$ cat config.mk
export PLATFORM = sky130hd
export DESIGN_NAME = ifetch_queue_stage
export DESIGN_NICKNAME = d
export VERILOG_FILES = /design/src/rtl/ifetch_queue_stage.sv
export SDC_FILE = /design/constraint.sdc
export NUM_CORES = 1
export LEC_CHECK = 0
export CAP_MARGIN = 0
export CORE_ASPECT_RATIO = 0.9
export CORE_MARGIN = 2
export CORE_UTILIZATION = 23
export CTS_CLUSTER_DIAMETER = 40
export DETAILED_ROUTE_END_ITERATION = 10
export GPL_TIMING_DRIVEN = 0
export HOLD_SLACK_MARGIN = 0.06
export SLEW_MARGIN = 20
export SYNTH_ARGS = -nofsm -noshare
export SYNTH_HDL_FRONTEND = slang
export SYNTH_SLANG_ARGS = --single-unit
$ cat constraint.sdc
create_clock -name clk -period 2.3 [get_ports clk]
set_clock_uncertainty 0.15 [all_clocks]
set_input_delay 0.345 -clock clk [delete_from_list [all_inputs] [get_ports clk]]
set_output_delay 0.345 -clock clk [all_outputs]
set_load 0.01 [all_outputs]
$ cat src/rtl/ifetch_queue_stage.sv
// ifetch_queue_stage: credit-limited prefetch queue with halfword aligner; IFQ_COMPRESSED_EN enables the RVC aligner
module ifetch_queue_stage #(
  parameter int QUEUE_DEPTH = 4,
  parameter logic [31:0] RESET_PC = 32'h0
) (
  input  logic        clk,
  input  logic        rst,
  input  logic        start,
  output logic        imem_req_valid,
  input  logic        imem_req_ready,
  output logic [31:0] imem_addr,
  input  logic        imem_rsp_valid,
  input  logic [31:0] imem_rsp_data,
  input  logic        redirect_valid,
  input  logic [31:0] redirect_pc,
  output logic        out_valid,
  input  logic        out_ready,
  output logic [31:0] out_pc,
  output logic [31:0] out_instr,
  output logic        out_compressed,
  output logic        out_illegal,
  output logic        halted
);
  localparam int PW = $clog2(QUEUE_DEPTH);
  logic [31:0] q [QUEUE_DEPTH];
  logic [PW-1:0] rd, wr;
  logic [PW:0] cnt;
  logic [PW+1:0] used;
  logic [31:0] fa, dpc, h, instr;
  logic inflight, req_ep, epoch, halt, run, acc, push, fire, pop;
  logic wide, need2, pop_ins, comp, ill, avail, unused;
  assign unused = redirect_pc[0];
  assign run = start & !rst;
  assign used = {1'b0, cnt} + (PW+2)'(inflight);
  assign imem_req_valid = run & !halt & (used < (PW+2)'(QUEUE_DEPTH));
  assign imem_addr = run ? fa : RESET_PC;
  assign acc = imem_req_valid & imem_req_ready;
  assign push = imem_rsp_valid & inflight & (req_ep == epoch);
  assign h = q[rd];
`ifdef IFQ_COMPRESSED_EN
  logic [31:0] n;
  assign n = q[rd + 1'b1];
  assign wide = dpc[1] ? (h[17:16] == 2'b11) : (h[1:0] == 2'b11);
  assign need2 = dpc[1] & wide;
  assign pop_ins = dpc[1] | wide;
  assign instr = !dpc[1] ? (wide ? h : {16'h0, h[15:0]}) : (wide ? {n[15:0], h[31:16]} : {16'h0, h[31:16]});
  assign comp = !wide;
  assign ill = 1'b0;
`else
  assign wide = 1'b1;
  assign need2 = 1'b0;
  assign pop_ins = !dpc[1];
  assign instr = h;
  assign comp = 1'b0;
  assign ill = dpc[1] | (h[1:0] != 2'b11);
`endif
  assign avail = need2 ? (cnt >= (PW+1)'(2)) : (cnt != '0);
  assign out_valid = run & !halt & avail;
  assign fire = out_valid & out_ready & !redirect_valid;
  assign pop = fire & pop_ins;
  assign out_pc = run ? dpc : RESET_PC;
  assign out_instr = out_valid ? instr : '0;
  assign out_compressed = out_valid & comp;
  assign out_illegal = out_valid & ill;
  assign halted = run & halt;
  always_ff @(posedge clk)
    if (run && !redirect_valid && push) q[wr] <= imem_rsp_data;
  always_ff @(posedge clk) begin
    if (!run) begin
      fa <= RESET_PC;
      dpc <= RESET_PC;
      rd <= '0;
      wr <= '0;
      cnt <= '0;
      inflight <= 1'b0;
      req_ep <= 1'b0;
      epoch <= 1'b0;
      halt <= 1'b0;
    end else begin
      inflight <= acc;
      req_ep <= epoch;
      if (redirect_valid) begin
        fa <= {redirect_pc[31:2], 2'b00};
        dpc <= {redirect_pc[31:1], 1'b0};
        rd <= '0;
        wr <= '0;
        cnt <= '0;
        epoch <= !epoch;
        halt <= 1'b0;
      end else begin
        if (acc) fa <= fa + 32'd4;
        if (push) wr <= wr + 1'b1;
        if (pop) rd <= rd + 1'b1;
        cnt <= cnt + (PW+1)'(push) - (PW+1)'(pop);
        if (fire) dpc <= dpc + (wide ? 32'd4 : 32'd2);
        if (fire && instr[6:0] == 7'h7F) halt <= 1'b1;
      end
    end
  end
endmodule

==> results of run 1 <==
## cells in the final DEF, fill, tap and decap left out, types with 32 or more instances in the layout
cell,count
buf_6,41
a21oi_1,42
and2_1,48
clkdlybuf4s50_1,69
buf_4,37
o21ai_0,35
dfxtp_1,59
edfxtp_1,128
dlygate4sd2_1,48
mux4_2,32
## worst min-delay path, cell delays in order
cell,delay (ns)
clkdlybuf4s15_1,0.27
nand2b_4,0.18
nor2_1,0.06
## logic make-up after synthesis
kind of cell / share of synthesized area [%]
AND/OR/NAND/NOR: 15.85
buffers and inverters: 3.116
multiplexers: 8.496
adder cells (fa/ha/maj): 1.481
XOR/XNOR: 4.695
flip-flops: 59.47
other: 0.04188
AO/OA/AOI/OAI: 6.847
## path summary, 6_finish.rpt
kind              startpoint            end  slack (ns)  depth (start not counted)
setup / recovery    register  out_instr[10]       -0.30                          7
hold / removal         start         dpc[1]        0.19                          3
setup reg to reg        halt         cnt[1]       -0.12                         10
hold reg to reg       fa[31]         fa[31]        0.36                          2
## registers in the layout (all words and copies together), names as in the netlist, named ones only
register,cells
inflight,1
rd,2
wr,2
dpc,31
req_ep,1
cnt,3
epoch,1
q,128
halt,1
fa,30
## what timing repair did
action                                  CTS  global route
endpoints found under the setup margin  262            73
pin swaps                                19            30
hold buffers                              0             0
setup buffers                            25            17
gates cloned                              3             0
hold endpoints to repair                  0             0
gates resized for setup                 354            71
## per-layer routing
| metal | vias to the layer above | part of all wire [%] |
|---|---|---|
| li1 | 3154 | - |
| met1 | 3379 | 45 |
| met2 | 205 | 46 |
| met3 | 51 | 5.6 |
| met4 | 0 | 2.9 |
| met5 | - | 0 |
## synthesized netlist by cell type (all sizes together), types with 4 or more instances
library cell | n | share of area, %
o21ai | 35 | 2.0
nor2 | 30 | 1.3
buf | 11 | 0.68
and3 | 40 | 2.8
nand4 | 22 | 1.6
o31ai | 5 | 0.42
nor4 | 6 | 0.42
edfxtp | 128 | 43
a21oi | 42 | 2.3
or3 | 11 | 0.88
inv | 19 | 0.80
ha | 9 | 1.3
clkbuf | 38 | 1.6
xnor2 | 24 | 2.3
nand2 | 22 | 0.92
dfxtp | 74 | 17
a31oi | 14 | 0.98
or4 | 6 | 0.50
mux4 | 32 | 8.0
xor2 | 24 | 2.3
mux2i | 4 | 0.45
and4 | 8 | 0.78
nor3 | 13 | 0.73
nand3 | 20 | 1.1
and2 | 58 | 4.1
o31a | 4 | 0.39
## metrics by stage
stage / hold slack (ns) / setup TNS (ns) / power, W
after floorplan: 0.2939 / -0.01649 / 0.004187
after global placement: 0.3364 / -239.87 / 0.004459
after detailed placement: 0.3459 / -244.76 / 0.004467
after CTS: 0.1531 / -10.88 / 0.008856
after global routing: 0.2048 / -11.10 / 0.009063
final: 0.1929 / -8.311 / 0.008798
## power breakdown
part	switching (W)	internal, W	leakage, nW	total, W
registers	0.0000593	0.00390	1.76	0.00396
clock network	0.00164	0.00271	0.470	0.00436
logic	0.000244	0.000238	2.55	0.000482
total	0.00195	0.00685	4.78	0.00880
## area by class of cell
class	instances	share of cell area (%)
Buffer	44	2.787
Clock buffer	40	6.212
Clock inverter	13	1.084
Inverter	20	0.5803
Multi-Input combinational cell	451	28.00
Sequential cell	202	40.65
Tap cell	525	4.994
Timing Repair Buffer	207	15.70
==> results by group, run 1 <==
Placed design
  – Pre-CTS WS: -1.235 ns
  – GPL Wtd Cong: 0.8626
  – PortBufs: 165
  – Inst Count DP: 1412
  – Area after DPL: 11320 µm²
  – HPWL Detailed: 18.66 mm

Setup path
  – Max incr delay on CP: 0.49 ns
  – Worst-path maximum fanout: 4
  – Crit path arrival time: 2.10 ns
  – Critical path's slowest cell: mux4_2
  – Crit-path cells: buf_6 > buf_12 > buf_16 > buf_8 > mux4_2 > and3_4 > buf_6
  – Crit-path leading delay family: buffers and inverters
  – Worst path bufs/invs: 5
  – Critical path class: reg -> out
  – Cell mode on critical path: buf_6
  – Crit. End Element: primary output
  – CP required: 1.80 ns
  – Crit path launch type: register

Floorplan
  – Cell Rows: 68
  – Die area: 40530 µm²
  – Core Box Area: 38370 µm²
  – Initial Utilization: 23.33%
  – Ports: 172
  – Die W: 212.0 µm
  – Die boundary height: 191.2 µm

Global route
  – Initial antenna violation count: 0
  – Met2 capacity usage during global routing: 20.88%
  – Met3 Use GR: 2.563%
  – First-pass GRT wire length: 41.02 mm
  – GRT overflow: 0
  – Met1 usage: 18.31%
  – GR peak layer: met2
  – Vias in the first global route: 6973
  – Largest net degree at the start of global routing: 33
  – Total GRT Usage: 13.27%

Min path
  – Hold Path Class: in -> reg

STA
  – Final setup fails: 35
  – RSZ-0062 raised after global routing: true
  – Least-Margin Pin Slew: 0.6837 ns
  – Fin. Hold Viols: 0
  – Minimum clock period: 2.599 ns
  – Final worst slack: -0.2986 ns
  – Final number of max-transition violations: 0
  – Max Clk Rate: 384.8 MHz
  – Final Cycle Share: 113.0%
  – Relative slew slack: 54.42%

Yosys
  – EDFF count, synth: 128
  – Post-synth ARST share: 0%
  – Synth warnings: 0
  – Sequential element share of the synthesized area: 59.47%
  – #FFs+latches synth: 202
  – Syn Area/Cell: 12.45 µm²
  – Post-synthesis instance area: 8954 µm²
  – Synth unique cells: 43
  – Main synth FF type: edfxtp_1
  – Synthesized netlist cell count: 719

Layout
  – Final Cell Area: 13150 µm²
  – Multi-input gate area: 3682 µm²
  – N_diodes: 0
  – Layout cell share with drive strength beyond 1: 27.53%
  – Post-Layout Cell Count: 1502
  – Register area: 5346 µm²
  – Nets: 1036
  – Post-route core utilization: 34.28%
  – Filler cells: 3787
  – Area Growth Syn to Fin: 46.90%

Drt
  – Via/cell ratio: 4.520
  – Final WL: 27.27 mm
  – Post-DR wirelength/cell: 18.15 µm
  – 1st-iter DRT viols: 477
  – Via count: 6789
  – Post-route ant nets: 0
  – Drt drc: 0
  – Drt first pass iters: 7

CTS
  – TritonCTS clock tree: done
  – Worst skew pair latency: 0.55 ns
  – Num CTS Buffers: 29
  – Clock Sinks: 202
  – H-tree depth: 1
  – Root buf cell: clkbuf_16
  – CTS clk-pin slew, worst paths: 0.06 ns
  – Clock buffer depth: 3

Run
  – Max Cap Viol: 0

Outcome
  – Failing checks: setup timing
  – Status: finished with violations

Pwr
  – Leakage: 4.785 nW
  – Pwr/cell area: 668.9 nW/µm²
  – Maximum vdd drop: 0.5560 mV
No activity file was read; power rests on OpenSTA's default activity.
==> run 2: changes to the inputs <==
--- a/config.mk
+++ b/config.mk
@@ -12,7 +12,6 @@
 export CTS_CLUSTER_DIAMETER = 40
 export DETAILED_ROUTE_END_ITERATION = 10
 export GPL_TIMING_DRIVEN = 0
-export HOLD_SLACK_MARGIN = 0.06
 export SLEW_MARGIN = 20
 export SYNTH_ARGS = -nofsm -noshare
 export SYNTH_HDL_FRONTEND = slang
==> results of run 2 <==
The final DEF is identical to that of run 1; final timing and power are the same.
==> run 3: changes to the inputs <==
--- a/config.mk
+++ b/config.mk
@@ -9,7 +9,7 @@
 export CORE_ASPECT_RATIO = 0.9
 export CORE_MARGIN = 2
 export CORE_UTILIZATION = 23
-export CTS_CLUSTER_DIAMETER = 40
+export CTS_CLUSTER_DIAMETER = 120
 export DETAILED_ROUTE_END_ITERATION = 10
 export GPL_TIMING_DRIVEN = 0
 export SLEW_MARGIN = 20
==> run 3 against run 2 <==
  * The flow still finishes with violations (setup timing)
  * Power shrank 6.8%
  * Global-route usage down 0.053 points
  * Non-clock buffer count fell by 8
  * Highest routed layer unchanged
==> results by group, run 3 (synthesis gave the netlist of run 1 again) <==
STA
  – Final number of max-transition violations: 0
  – Max Clk Rate: 395.5 MHz
  – Minimum clock period: 2.528 ns
  – Final setup TNS: -6.010 ns
  – Final Cycle Share: 109.9%
  – Final setup fails: 33
  – Least-Margin Pin Slew: 0.6309 ns
  – Fin. Hold Viols: 0
  – Relative slew slack: 57.94%
  – Final worst slack: -0.2285 ns
  – RSZ-0062 raised after global routing: true

Setup path
  – Crit path arrival time: 2.03 ns
  – FF-to-FF Start: halt
  – Crit. End Element: primary output
  – Worst reg2reg path depth: 9
  – Worst-path maximum fanout: 3
  – Crit path launch type: register
  – R2R setup slack: 0.01 ns
  – Critical path class: reg -> out
  – CP required: 1.80 ns
  – Worst R2R End: cnt[1]

Pwr
  – Leakage: 4.641 nW
  – Final Power: 0.008196 W
  – Maximum vdd drop: 0.4290 mV
  – Pwr/cell area: 637.0 nW/µm²

Layout
  – Layout cell share with drive strength beyond 1: 25.42%
  – Register area: 5346 µm²
  – N_diodes: 0
  – Largest Register: q
  – Top flop regs: q x128, dpc x31, fa x30
  – Area Growth Syn to Fin: 43.71%
  – Post-route core utilization: 33.53%
  – Nets: 1022
  – Most frequent cells in the layout: edfxtp_1, clkdlybuf4s50_1, dfxtp_1, dlygate4sd2_1, and2_1
  – Final Cell Area: 12870 µm²
  – Largest register FFs: 128
  – Most common cell after layout, fill and taps aside: edfxtp_1
  – Multi-input gate area: 3682 µm²
  – Filler cells: 3846

Min path
  – Hold Path Class: in -> reg
  – Min-delay src: start
  – Worst Hold Path Cells: 3
  – Hold EP: dpc[1]

Floorplan
  – Ports: 172
  – Die W: 212.0 µm
  – Die area: 40530 µm²
  – Core Box Area: 38370 µm²
  – Die boundary height: 191.2 µm
  – Initial Utilization: 23.33%
  – Cell Rows: 68

Placed design
  – HPWL Detailed: 18.66 mm
  – PortBufs: 165
  – Area after DPL: 11320 µm²
  – Pre-CTS WS: -1.235 ns
  – GPL Wtd Cong: 0.8626

Drt
  – Via count: 6698
  – Drt drc: 0
  – 1st-iter DRT viols: 417
  – Drt first pass iters: 5
  – Via/cell ratio: 4.523
  – Final WL: 26.92 mm
  – Post-DR wirelength/cell: 18.18 µm
  – Post-route ant nets: 0

CTS
  – Clock buffer depth: 3
  – TritonCTS clock tree: done
  – Worst skew pair latency: 0.53 ns
  – Num CTS Buffers: 23
  – Clock Sinks: 202
  – CTS clk-pin slew, worst paths: 0.06 ns
  – Root buf cell: clkbuf_16
  – H-tree depth: 1

Global route
  – GRT overflow: 0
  – First-pass GRT wire length: 40.90 mm
  – Initial antenna violation count: 0
  – Largest net degree at the start of global routing: 33
  – Vias in the first global route: 6970
  – Total GRT Usage: 13.22%

Outcome
  – Failing checks: setup timing
  – Status: finished with violations

Run
  – Max Cap Viol: 0
run 3: cell count changes in the layout (fill, tap and decap cells not counted), moves of 3 or more:
cell	previous run	this run
clkbuf_16	31	25
buf_4	37	30
clkbuf_8	8	5
dfxtp_2	14	11
run 3: report_power, final:
| group | total (W) | internal (W) | switching [W] | leakage [nW] |
|---|---|---|---|---|
| clock network | 0.00377 | 0.00229 | 0.00148 | 0.367 |
| logic | 0.000472 | 0.000232 | 0.000241 | 2.51 |
| registers | 0.00396 | 0.00390 | 0.0000586 | 1.76 |
run 3: worst max-delay path: stages, from the launching register on:
cell and delay, ns:
dfxtp_4 0.39, buf_6 0.11, buf_6 0.08, mux4_2 0.52, nand2_2 0.09, o21a_1 0.15, buf_2 0.15
run 3: worst max-delay path by stage:
stage / from / end / slack (ns) / depth (start not counted)
after detailed placement: start / out_pc[4] / -1.24 / 6
after global routing: register / out_instr[20] / -0.28 / 5
after floorplan: cnt[1] / cnt[1] / -0.02 / 9
after CTS: register / out_instr[23] / -0.35 / 7
final: register / out_illegal / -0.23 / 6
after global placement: start / out_pc[4] / -1.25 / 6
run 3: through the flow:
step / instances / hold WS, ns
after global routing: 1481 / 0.2174
after CTS: 1484 / 0.1758
final: 1481 / 0.2091
after floorplan: 722 / 0.2939
after global placement: 1412 / 0.3364
after detailed placement: 1412 / 0.3459
run 3: area by class of cell:
type	count	area share, %
clock inverter	11	1.303
buffer	43	2.791
clock buffer	29	4.648
timing repair buffer	200	15.39
inverter	20	0.5932
multi-input combinational	451	28.62
sequential	202	41.55
tap	525	5.105
run 3: metal layers:
metal / share of wire, % / global-route usage [%] / vias to the layer above
li1: - / - / 3123
met1: 45 / 18.17 / 3328
met2: 46 / 21.31 / 203
met3: 5.5 / 1.939 / 44
met4: 3.1 / 4.442 / 0
met5: 0 / 0 / -
run 3: what timing repair did:
action,in CTS,in global routing
hold buffers,0,0
pin swaps,25,14
buffers inserted,29,8
gates cloned,3,0
gates resized for setup,372,44
setup endpoints to repair,262,75
